==> src/rtl/conv_pkg.sv <==
// Shared definitions for the 3x3 sliding-window generator.
// Holds default geometry, counter-width helper and window tap indices.
// Tap order is row-major and matches the conv unit a00..a22 operand order.
package conv_pkg;

   localparam int DEF_WIDTH = 9;
   localparam int DEF_IMG_W = 28;
   localparam int DEF_IMG_H = 28;

   localparam int NUM_TAPS = 9;
   localparam int W00 = 0;
   localparam int W01 = 1;
   localparam int W02 = 2;
   localparam int W10 = 3;
   localparam int W11 = 4;
   localparam int W12 = 5;
   localparam int W20 = 6;
   localparam int W21 = 7;
   localparam int W22 = 8;

   // Bits needed to count 0..value-1; never less than one bit.
   function automatic int clog2(input int value);
      int r;
      r = 1;
      for (int i = 1; i < 32; i++) begin
         if ((1 << i) < value) r = i + 1;
      end
      return r;
   endfunction

endpackage

==> src/rtl/line_buffer.sv <==
// One image row of pixel storage, addressed by column.
// Read is combinational (old contents), write lands on the clock edge.
// No flow control: caller asserts i_we only on an accepted pixel.
module line_buffer #(
   parameter int WIDTH = 9,
   parameter int DEPTH = 28,
   parameter int AW    = 5
) (
   input  logic             i_clk,
   input  logic             i_we,
   input  logic [AW-1:0]    i_addr,
   input  logic [WIDTH-1:0] i_dat,
   output logic [WIDTH-1:0] o_dat
);

   logic [WIDTH-1:0] r_mem [DEPTH];

   // Contents are don't-care after reset: stale entries never reach a valid window.
   always_ff @(posedge i_clk) begin
      if (i_we) r_mem[i_addr] <= i_dat;
   end

   assign o_dat = r_mem[i_addr];

endmodule

==> src/rtl/conv_window_gen.sv <==
// Streaming 3x3 window generator over a raster pixel stream (stride 1, no padding).
// Latency: window valid one cycle after accepting its bottom-right pixel.
// Backpressure: pix_ready = !win_valid || win_ready; stalled window holds, no skid buffer.
module conv_window_gen
   import conv_pkg::*;
#(
   parameter int WIDTH = DEF_WIDTH,
   parameter int IMG_W = DEF_IMG_W,
   parameter int IMG_H = DEF_IMG_H
) (
   input  logic             clk,
   input  logic             rst_n,
   input  logic [WIDTH-1:0] pix_in,
   input  logic             pix_valid,
   input  logic             pix_sof,
   output logic             pix_ready,
   output logic [WIDTH-1:0] w00,
   output logic [WIDTH-1:0] w01,
   output logic [WIDTH-1:0] w02,
   output logic [WIDTH-1:0] w10,
   output logic [WIDTH-1:0] w11,
   output logic [WIDTH-1:0] w12,
   output logic [WIDTH-1:0] w20,
   output logic [WIDTH-1:0] w21,
   output logic [WIDTH-1:0] w22,
   output logic             win_valid,
   input  logic             win_ready,
   output logic             frame_done
);

   localparam int CW = clog2(IMG_W);
   localparam int RW = clog2(IMG_H);
   localparam logic [CW-1:0] LAST_COL = CW'(IMG_W - 1);
   localparam logic [RW-1:0] LAST_ROW = RW'(IMG_H - 1);

   logic [CW-1:0]    r_col;
   logic [RW-1:0]    r_row;
   logic [WIDTH-1:0] r_win [NUM_TAPS];
   logic             r_vld;
   logic             r_done;

   logic             w_acc;
   logic [CW-1:0]    w_col;
   logic [RW-1:0]    w_row;
   logic             w_qual;
   logic             w_last;
   logic [WIDTH-1:0] w_lb0;
   logic [WIDTH-1:0] w_lb1;

   assign pix_ready = !r_vld || win_ready;
   assign w_acc     = pix_valid && pix_ready;

   // A start-of-frame pixel is placed at (0,0) whatever the counters say.
   assign w_col  = pix_sof ? '0 : r_col;
   assign w_row  = pix_sof ? '0 : r_row;
   assign w_qual = (w_row >= RW'(2)) && (w_col >= CW'(2));
   assign w_last = (w_row == LAST_ROW) && (w_col == LAST_COL);

   // lb0 holds the previous row, lb1 the row before; lb0 cascades into lb1.
   line_buffer #(.WIDTH(WIDTH), .DEPTH(IMG_W), .AW(CW)) u_lb0 (
      .i_clk (clk),
      .i_we  (w_acc),
      .i_addr(w_col),
      .i_dat (pix_in),
      .o_dat (w_lb0)
   );

   line_buffer #(.WIDTH(WIDTH), .DEPTH(IMG_W), .AW(CW)) u_lb1 (
      .i_clk (clk),
      .i_we  (w_acc),
      .i_addr(w_col),
      .i_dat (w_lb0),
      .o_dat (w_lb1)
   );

   // Raster position counters; they double as the FILL/STREAM sequencer.
   always_ff @(posedge clk or negedge rst_n) begin
      if (!rst_n) begin
         r_col <= '0;
         r_row <= '0;
      end else if (w_acc) begin
         if (w_col == LAST_COL) begin
            r_col <= '0;
            r_row <= (w_row == LAST_ROW) ? '0 : w_row + 1'b1;
         end else begin
            r_col <= w_col + 1'b1;
            r_row <= w_row;
         end
      end
   end

   // Valid follows a qualifying accept; frame_done lasts only the window's first cycle.
   always_ff @(posedge clk or negedge rst_n) begin
      if (!rst_n) begin
         r_vld  <= 1'b0;
         r_done <= 1'b0;
      end else if (w_acc) begin
         r_vld  <= w_qual;
         r_done <= w_qual && w_last;
      end else begin
         if (win_ready) r_vld <= 1'b0;
         r_done <= 1'b0;
      end
   end

   // Window shifts left one column per accept; new column comes from the line buffers.
   always_ff @(posedge clk or negedge rst_n) begin
      if (!rst_n) begin
         for (int i = 0; i < NUM_TAPS; i++) r_win[i] <= '0;
      end else if (w_acc) begin
         r_win[W00] <= r_win[W01];
         r_win[W01] <= r_win[W02];
         r_win[W02] <= w_lb1;
         r_win[W10] <= r_win[W11];
         r_win[W11] <= r_win[W12];
         r_win[W12] <= w_lb0;
         r_win[W20] <= r_win[W21];
         r_win[W21] <= r_win[W22];
         r_win[W22] <= pix_in;
      end
   end

   assign w00        = r_win[W00];
   assign w01        = r_win[W01];
   assign w02        = r_win[W02];
   assign w10        = r_win[W10];
   assign w11        = r_win[W11];
   assign w12        = r_win[W12];
   assign w20        = r_win[W20];
   assign w21        = r_win[W21];
   assign w22        = r_win[W22];
   assign win_valid  = r_vld;
   assign frame_done = r_done;

endmodule

==> config.mk <==
export PLATFORM = sky130hd
export DESIGN_NAME = conv_window_gen
export DESIGN_NICKNAME = d
export VERILOG_FILES = /design/src/rtl/conv_pkg.sv /design/src/rtl/line_buffer.sv /design/src/rtl/conv_window_gen.sv
export SDC_FILE = /design/constraint.sdc
export NUM_CORES = 1
export LEC_CHECK = 0
export ABC_CLOCK_PERIOD_IN_PS = 4600
export BUFFER_PORTS_ARGS = -buffer_cell sky130_fd_sc_hd__buf_2
export CORE_ASPECT_RATIO = 0.5
export CORE_MARGIN = 4
export CORE_UTILIZATION = 50
export DETAILED_ROUTE_END_ITERATION = 8
export PLACE_DENSITY = 0.76
export SYNTH_ARGS = -nofsm -noshare
export SYNTH_HDL_FRONTEND = slang
export SYNTH_SLANG_ARGS = --single-unit
export TNS_END_PERCENT = 5
==> constraint.sdc <==
create_clock -name clk -period 4.6 [get_ports clk]
set_input_delay 0.92 -clock clk [delete_from_list [all_inputs] [get_ports clk]]
set_output_delay 0.92 -clock clk [all_outputs]
set_load 0.02 [all_outputs]
==> flow_summary.toml, run 1 <==
[run_status]
status = "completed"

[floorplan]
dieHeight_um = 172
start_util_pct = 51.1
die_w_um = 336
die-area_mm2 = 0.0577
fp.coreArea_mm2 = 0.0526
rows = 59
ios = 98

[cts]
clk_pin_slew_ns = 0.07
cts_resized = 0
hold_buffers = 0
cts_inserted_buffers = 55
cts_tree = "built"
insertion_delay_ns = 0.61
cts_root_buf = "clkbuf_16"
clock_sinks = 651
cts_buffer_depth = 3
cts_setup_buffers = 0
htree_num_levels = 2

[sta]
worst_pin_slew_ns = 1.37
fin_crit_sh_pct = 83.1
worst_hold_slack_ns = 0.397
rsz0062_at_grt = "false"
setup_viol = 0
period_needed_ns = 3.82
fin_worst_skew_ns = 0.0340
relSlewSlack_pct = 8.42
finalSetupTns_ns = 0
hold_viol = 0
clock.fmax_ghz = 0.262
slew_violations = 0

[power]
p_sw_mw = 4.16
power_frac_clock_pct = 31.9
vdd_drop_max_uv = 251
p_int_mw = 10.3
p_per_area_mw_per_mm2 = 476
switching_share_pct = 28.8
p_leak_nw = 10.9
p_comb_share_pct = 17.9
p_seq_share_pct = 50.1

[yosys]
avgSynthCellArea_um2 = 13.6
synth_top_family_by_area = "simple AND/OR/NAND/NOR gates"
syn_nets = 1989
synthMuxAreaShare_pct = 6.17
async_reset_ff_share_pct = 22.6
synth_top_area_share_pct = 56.4
synth-seq-cells = 651
synth-compound-area-share_pct = 9.93
synthXorXnorAreaFrac_pct = 0.0652
synth-edff-count = 504
seq_area_frac_synth_pct = 70.1
synth_fa_ha_area_share_pct = 0.280
synth_cell_types = 69
synthSimpleGateAreaFrac_pct = 11.2
yosysTopAreaCell = "edfxtp_1"
synthCells = 1969
ys.flop_type = "edfxtp_1"
synth_warnings = 0
synth.area.top_cells = "edfxtp_1 (56%), dfrtp_1 (14%), nand2_1 (5.1%)"
synth_area_mm2 = 0.0269

[place]
gp_congestion = 0.906
hpwl_um = 42100
port_buffers = 97
dpl-instance-area_mm2 = 0.0286
placed_cells = 2728

[grt]
track_usage_pct = 23.7
grt_pass1_wl_um = 105000
grt_max_degree = 90
globalRouteOverflowTotal = 0
antenna_found_initial = 1
grt_pass1_vias = 17200

[layout]
final_area_mm2 = 0.0303
multi_input_area_mm2 = 0.00755
nets = 2104
syn2layout_area_growth_pct = 12.9
regArea_mm2 = 0.0188
stdcell_count = 2825
drive_above_1_share_pct = 17.6
fillers = 3921
final_util_pct = 57.7
num_antenna_cells = 0

[critical_path]
crit_slowest_cell = "dfrtp_4"
crit_buf_inv = 1
timing.rr.start = "r_col[0]$_DFFE_PN0P_"
path_cells = "buf_12 -> mux2_2 -> a221oi_1 -> o21ai_0 -> a311oi_1 -> a22oi_2 -> mux2_2"
critPathMaxFanout = 57
slowest_delay_ns = 0.81
cp-end-kind = "flop"
r2r_cells = 7
crit_family = "compound AO/OA/AOI/OAI gates"
start_kind = "flop"
crit_type = "reg2reg"
ff2ff_setup_slack_ns = 0.78
cp-startpoint = "r_col[0]$_DFFE_PN0P_"
worstPathArrival_ns = 4.29
crit_required_ns = 5.07
r2r-end = "w12[8]$_DFFE_PN0P_"
path_common_cell = "mux2_2"

[detailed_routing]
vias = 17900
drtIter0Drc = 2264
wl_um = 69500
detail_route.first_pass.iterations = 5
vias_per_cell = 6.35
drcViolationCount = 0
ant_nets = 0
wl_per_cell_um = 24.6

[min_path]
hp-class = "in2async"

[flow_run]
cap_viol_max_count = 0
## how the worst max path moves through the flow
stage	to	slack (ns)	depth (start not counted)
6_report	w12[8]$_DFFE_PN0P_	0.78	7
5_1_grt	r_row[21]$_DFFE_PN0P_	0.57	10
4_1_cts	r_row[23]$_DFFE_PN0P_	0.78	10
3_5_place_dp	r_row[23]$_DFFE_PN0P_	0.46	11
3_3_place_gp	r_row[11]$_DFFE_PN0P_	0.50	11
2_1_floorplan	u_lb0.r_mem[15][0]$_DFFE_PP_	0.47	10
## power by group through the flow
stage          combinational [mW]  clock (mW)  sequential [mW]
5_1_grt                      2.76        4.91             7.27
6_report                     2.59        4.61             7.24
3_5_place_dp                 2.55           0             7.35
2_1_floorplan                1.27           0             7.48
4_1_cts                      2.57        4.66             7.23
3_3_place_gp                 2.50           0             7.34
## layout by cell type, fill, tap and decap left out, types with 17 or more instances in the layout
cell type,instances
nand2_1,362
nor4_1,26
nor2b_1,37
nor2_1,25
clkbuf_16,55
dfrtp_1,144
nand4_1,31
buf_4,87
edfxtp_1,504
and3_1,22
a211oi_1,30
mux2i_1,61
o22ai_1,27
o21ai_0,107
o211ai_1,17
mux4_2,28
nand3_1,33
mux2_2,37
a31oi_1,26
o221ai_1,23
a21oi_1,63
a311oi_1,30
buf_2,96
## registers in the layout (all words and copies together) (netlist names)
register	flops
u_lb0.r_mem	252
u_lb1.r_mem	252
r_col	32
r_row	32
w00	9
w01	9
w02	9
w10	9
w11	9
w12	9
w20	9
w21	9
w22	9
frame_done	1
win_valid	1
## layer usage
metal  GRT usage, %  vias to the layer above  wire length, um
li1               -                     7770                -
met1           33.9                     8984            28200
met2           37.3                     1039            31900
met3           5.53                      134             7820
met4           6.36                        2             1650
met5              0                        -               13
## cell usage after synthesis, types with 23 or more instances
library cell / instances
a211oi_1: 30
a21oi_1: 63
a311oi_1: 30
a31oi_1: 26
buf_2: 25
clkbuf_1: 90
dfrtp_1: 147
edfxtp_1: 504
mux2_2: 37
mux2i_1: 61
mux4_2: 28
nand2_1: 363
nand3_1: 33
nand4_1: 31
nor2_1: 33
nor2b_1: 37
nor3_1: 23
nor4_1: 26
o21ai_0: 107
o221ai_1: 23
o22ai_1: 28
## final cells by class
type	instances	area share, %
multi-input combinational	1168	24.9
timing repair buffer	190	4.17
clock buffer	72	4.78
sequential	651	62.1
clock inverter	25	0.961
inverter	18	0.239
tap	701	2.89
## kinds of logic after synthesis
logic type / Yosys count
adder cells (fa/ha/maj): 6
AO/OA/AOI/OAI: 402
AND/OR/NAND/NOR: 632
buffers and inverters: 150
flip-flops: 651
XOR/XNOR: 2
multiplexers: 126
## metrics by stage
| step | power, mW | worst slack [ns] |
|---|---|---|
| final | 14.4 | 0.778 |
| after global routing | 14.9 | 0.568 |
| after CTS | 14.5 | 0.782 |
| after detailed placement | 9.90 | 0.460 |
| after global placement | 9.84 | 0.498 |
| after floorplan | 8.75 | 0.471 |
(Power assumes the default switching activity.)
==> inputs of run 2 (changes only) <==
ABC_AREA = 1   (was unset)
ABC_CLOCK_PERIOD_IN_PS = 3600   (was 4600)
PLACE_DENSITY = 0.75   (was 0.76)
clock period = 3.6 ns   (was 4.6 ns; I/O delays follow)
==> run 2 against run 1 <==
Largest power group unchanged. Synthesized area rose by 7.5%. Sequential power up 21%. Design area increased by 7.5%. Critical path depth is 3 higher. Largest cell class unchanged.
==> flow_summary.toml, run 2 <==
[run_status]
status = "completed"

[yosys]
synth_cell_types = 36
synthCells = 2968
ys.flop_type = "edfxtp_1"
avgSynthCellArea_um2 = 9.73
synth_area_mm2 = 0.0289
seq_area_frac_synth_pct = 65.2
synth.area.top_cells = "edfxtp_1 (52%), dfrtp_1 (13%), nand2_1 (12%)"
synth_most_common_cell = "nand2_1"
async_reset_ff_share_pct = 22.6
synth-seq-cells = 651
synth_common_cells = "nand2_1 (889), edfxtp_1 (504), nor2_1 (408)"
synth_top_area_share_pct = 52.4
syn_nets = 2988
synth-edff-count = 504
yosysTopAreaCell = "edfxtp_1"
synth_warnings = 0

[place]
hpwl_um = 50700
place_ws_ns = 0.0978
port_buffers = 97
gp_congestion = 0.943
dpl-instance-area_mm2 = 0.0308

[cts]
cts_resized = 0
clk_pin_slew_ns = 0.07
clock_sinks = 651
htree_num_levels = 2
cts_root_buf = "clkbuf_16"
insertion_delay_ns = 0.64
cts_tree = "built"
cts_buffer_depth = 3
cts_inserted_buffers = 57
cts_setup_buffers = 0
hold_buffers = 0

[grt]
antenna_found_initial = 5
grt_max_degree = 123
grt_pass1_wl_um = 122000
track_usage_pct = 25.6
grt_pass1_vias = 21000
globalRouteOverflowTotal = 0

[power]
p_sw_mw = 4.65
switching_share_pct = 27.3
vdd_drop_max_uv = 325
power_frac_clock_pct = 35.8
p_leak_nw = 13.4
p_int_mw = 12.4
p_seq_share_pct = 51.1
p_comb_share_pct = 13.1
p_per_area_mw_per_mm2 = 524

[detailed_routing]
wl_um = 79700
vias = 22000
drtIter0Drc = 2999
ant_nets = 0
vias_per_cell = 5.64
detail_route.first_pass.iterations = 5
wl_per_cell_um = 20.4
drcViolationCount = 0

[floorplan]
die-area_mm2 = 0.0619
rows = 61
fp.coreArea_mm2 = 0.0563
dieHeight_um = 178
ios = 98
start_util_pct = 51.2
die_w_um = 348

[sta]
slew_violations = 0
clock.fmax_ghz = 0.307
relSlewSlack_pct = 32.1
finalSetupTns_ns = 0
worst_hold_slack_ns = 0.0827
setup_viol = 0
fin_crit_sh_pct = 90.6
fin_worst_skew_ns = 0.0561
period_needed_ns = 3.26
hold_viol = 0
setup_slack_ns = 0.339
worst_pin_slew_ns = 1.02
rsz0062_at_grt = "false"

[critical_path]
path_cells = "inv_1 -> nor2_4 -> ha_1 -> inv_1 -> nor3_1 -> nand2_1 -> nor3_2 -> nand4_1 -> nand3_1 -> nand2_1"
crit_type = "reg2reg"
crit_buf_inv = 2
crit_required_ns = 4.10
critPathMaxFanout = 6
slowest_delay_ns = 0.66
crit_slowest_cell = "nor3_1"
worstPathArrival_ns = 3.76
start_kind = "flop"
cp-end-kind = "flop"
crit_family = "simple AND/OR/NAND/NOR gates"

[layout]
layout_commonest_cell = "nand2_1"
fillers = 4622
drive_above_1_share_pct = 11.3
layout_common_cells = "nand2_1 (886), edfxtp_1 (504), nor2_1 (399)"
nets = 3117
syn2layout_area_growth_pct = 13.0
final_area_mm2 = 0.0326
reg.largest.list = "u_lb0.r_mem x252, u_lb1.r_mem x252"

[min_path]
hp-class = "in2async"

[flow_run]
cap_viol_max_count = 0
[run 2: kinds of logic (layout without fill, tap and decap cells)]
logic type / count (synthesis) / in the layout / share of synthesized area, %
AO/OA/AOI/OAI: 311 / 311 / 5.71
XOR/XNOR: 21 / 21 / 0.637
adder cells (fa/ha/maj): 6 / 6 / 0.260
buffers and inverters: 338 / 513 / 4.86
flip-flops: 651 / 651 / 65.2
other: 0 / 2 / 0
AND/OR/NAND/NOR: 1641 / 1641 / 23.4
[run 2: worst register-to-register path, stage by stage, from the launching register on]
cell and delay, ns:
dfrtp_1 0.50, inv_1 0.17, nor2_4 0.33, ha_1 0.39, inv_1 0.19, nor3_1 0.66
nand2_1 0.24, nor3_2 0.36, nand4_1 0.14, nand3_1 0.10, nand2_1 0.06
[run 2: area by class of cell]
| class | instances | area [um^2] | area share [%] |
|---|---|---|---|
| Timing Repair Buffer | 215 | 1550 | 4.76 |
| Clock inverter | 31 | 245 | 0.752 |
| Tap cell | 756 | 946 | 2.90 |
| Multi-Input combinational cell | 1979 | 8710 | 26.7 |
| Sequential cell | 651 | 18800 | 57.7 |
| Inverter | 193 | 732 | 2.24 |
| Antenna cell | 2 | 5.00 | 0.0153 |
| Clock buffer | 74 | 1600 | 4.91 |
[run 2: worst paths after layout]
path,from,to,slack [ns],cells after the start
max,r_col[1]$_DFFE_PN0P_,r_col[30]$_DFFE_PN0P_,0.34,10
min,rst_n,r_row[16]$_DFFE_PN0P_,0.08,1
max reg2reg,r_col[1]$_DFFE_PN0P_,r_col[30]$_DFFE_PN0P_,0.34,10
min reg2reg,w10[5]$_DFFE_PN0P_,w10[5]$_DFFE_PN0P_,0.47,2
max in group asynchronous,rst_n,w02[4]$_DFFE_PN0P_,2.63,2
min in group clk,win_ready,win_valid$_DFFE_PN0P_,0.46,4
[run 2: layer usage]
layer  vias to the layer above  wire (um)  track usage (%)
li1                      10200          -                -
met1                     10400      32200             35.4
met2                      1262      36300             41.0
met3                       152       9160             5.98
met4                         4       2050             7.21
met5                         -         27                0
[run 2: power by group through the flow]
stage          Clock, mW  Sequential, mW  Combinational (mW)
5_1_grt             6.50            8.74                2.42
3_5_place_dp           0            8.87                2.20
4_1_cts             6.17            8.72                2.22
3_3_place_gp           0            8.87                2.16
2_1_floorplan          0            9.04                1.00
6_report            6.11            8.73                2.24
[run 2: through the flow]
step           utilization (%)  power [mW]  cells
6_report                  57.9        17.1   3901
5_1_grt                   57.9        17.7   3900
4_1_cts                   57.9        17.1   3899
3_5_place_dp              54.6        11.1   3794
3_3_place_gp              54.6        11.0   3794
2_1_floorplan                -        10.0   2968
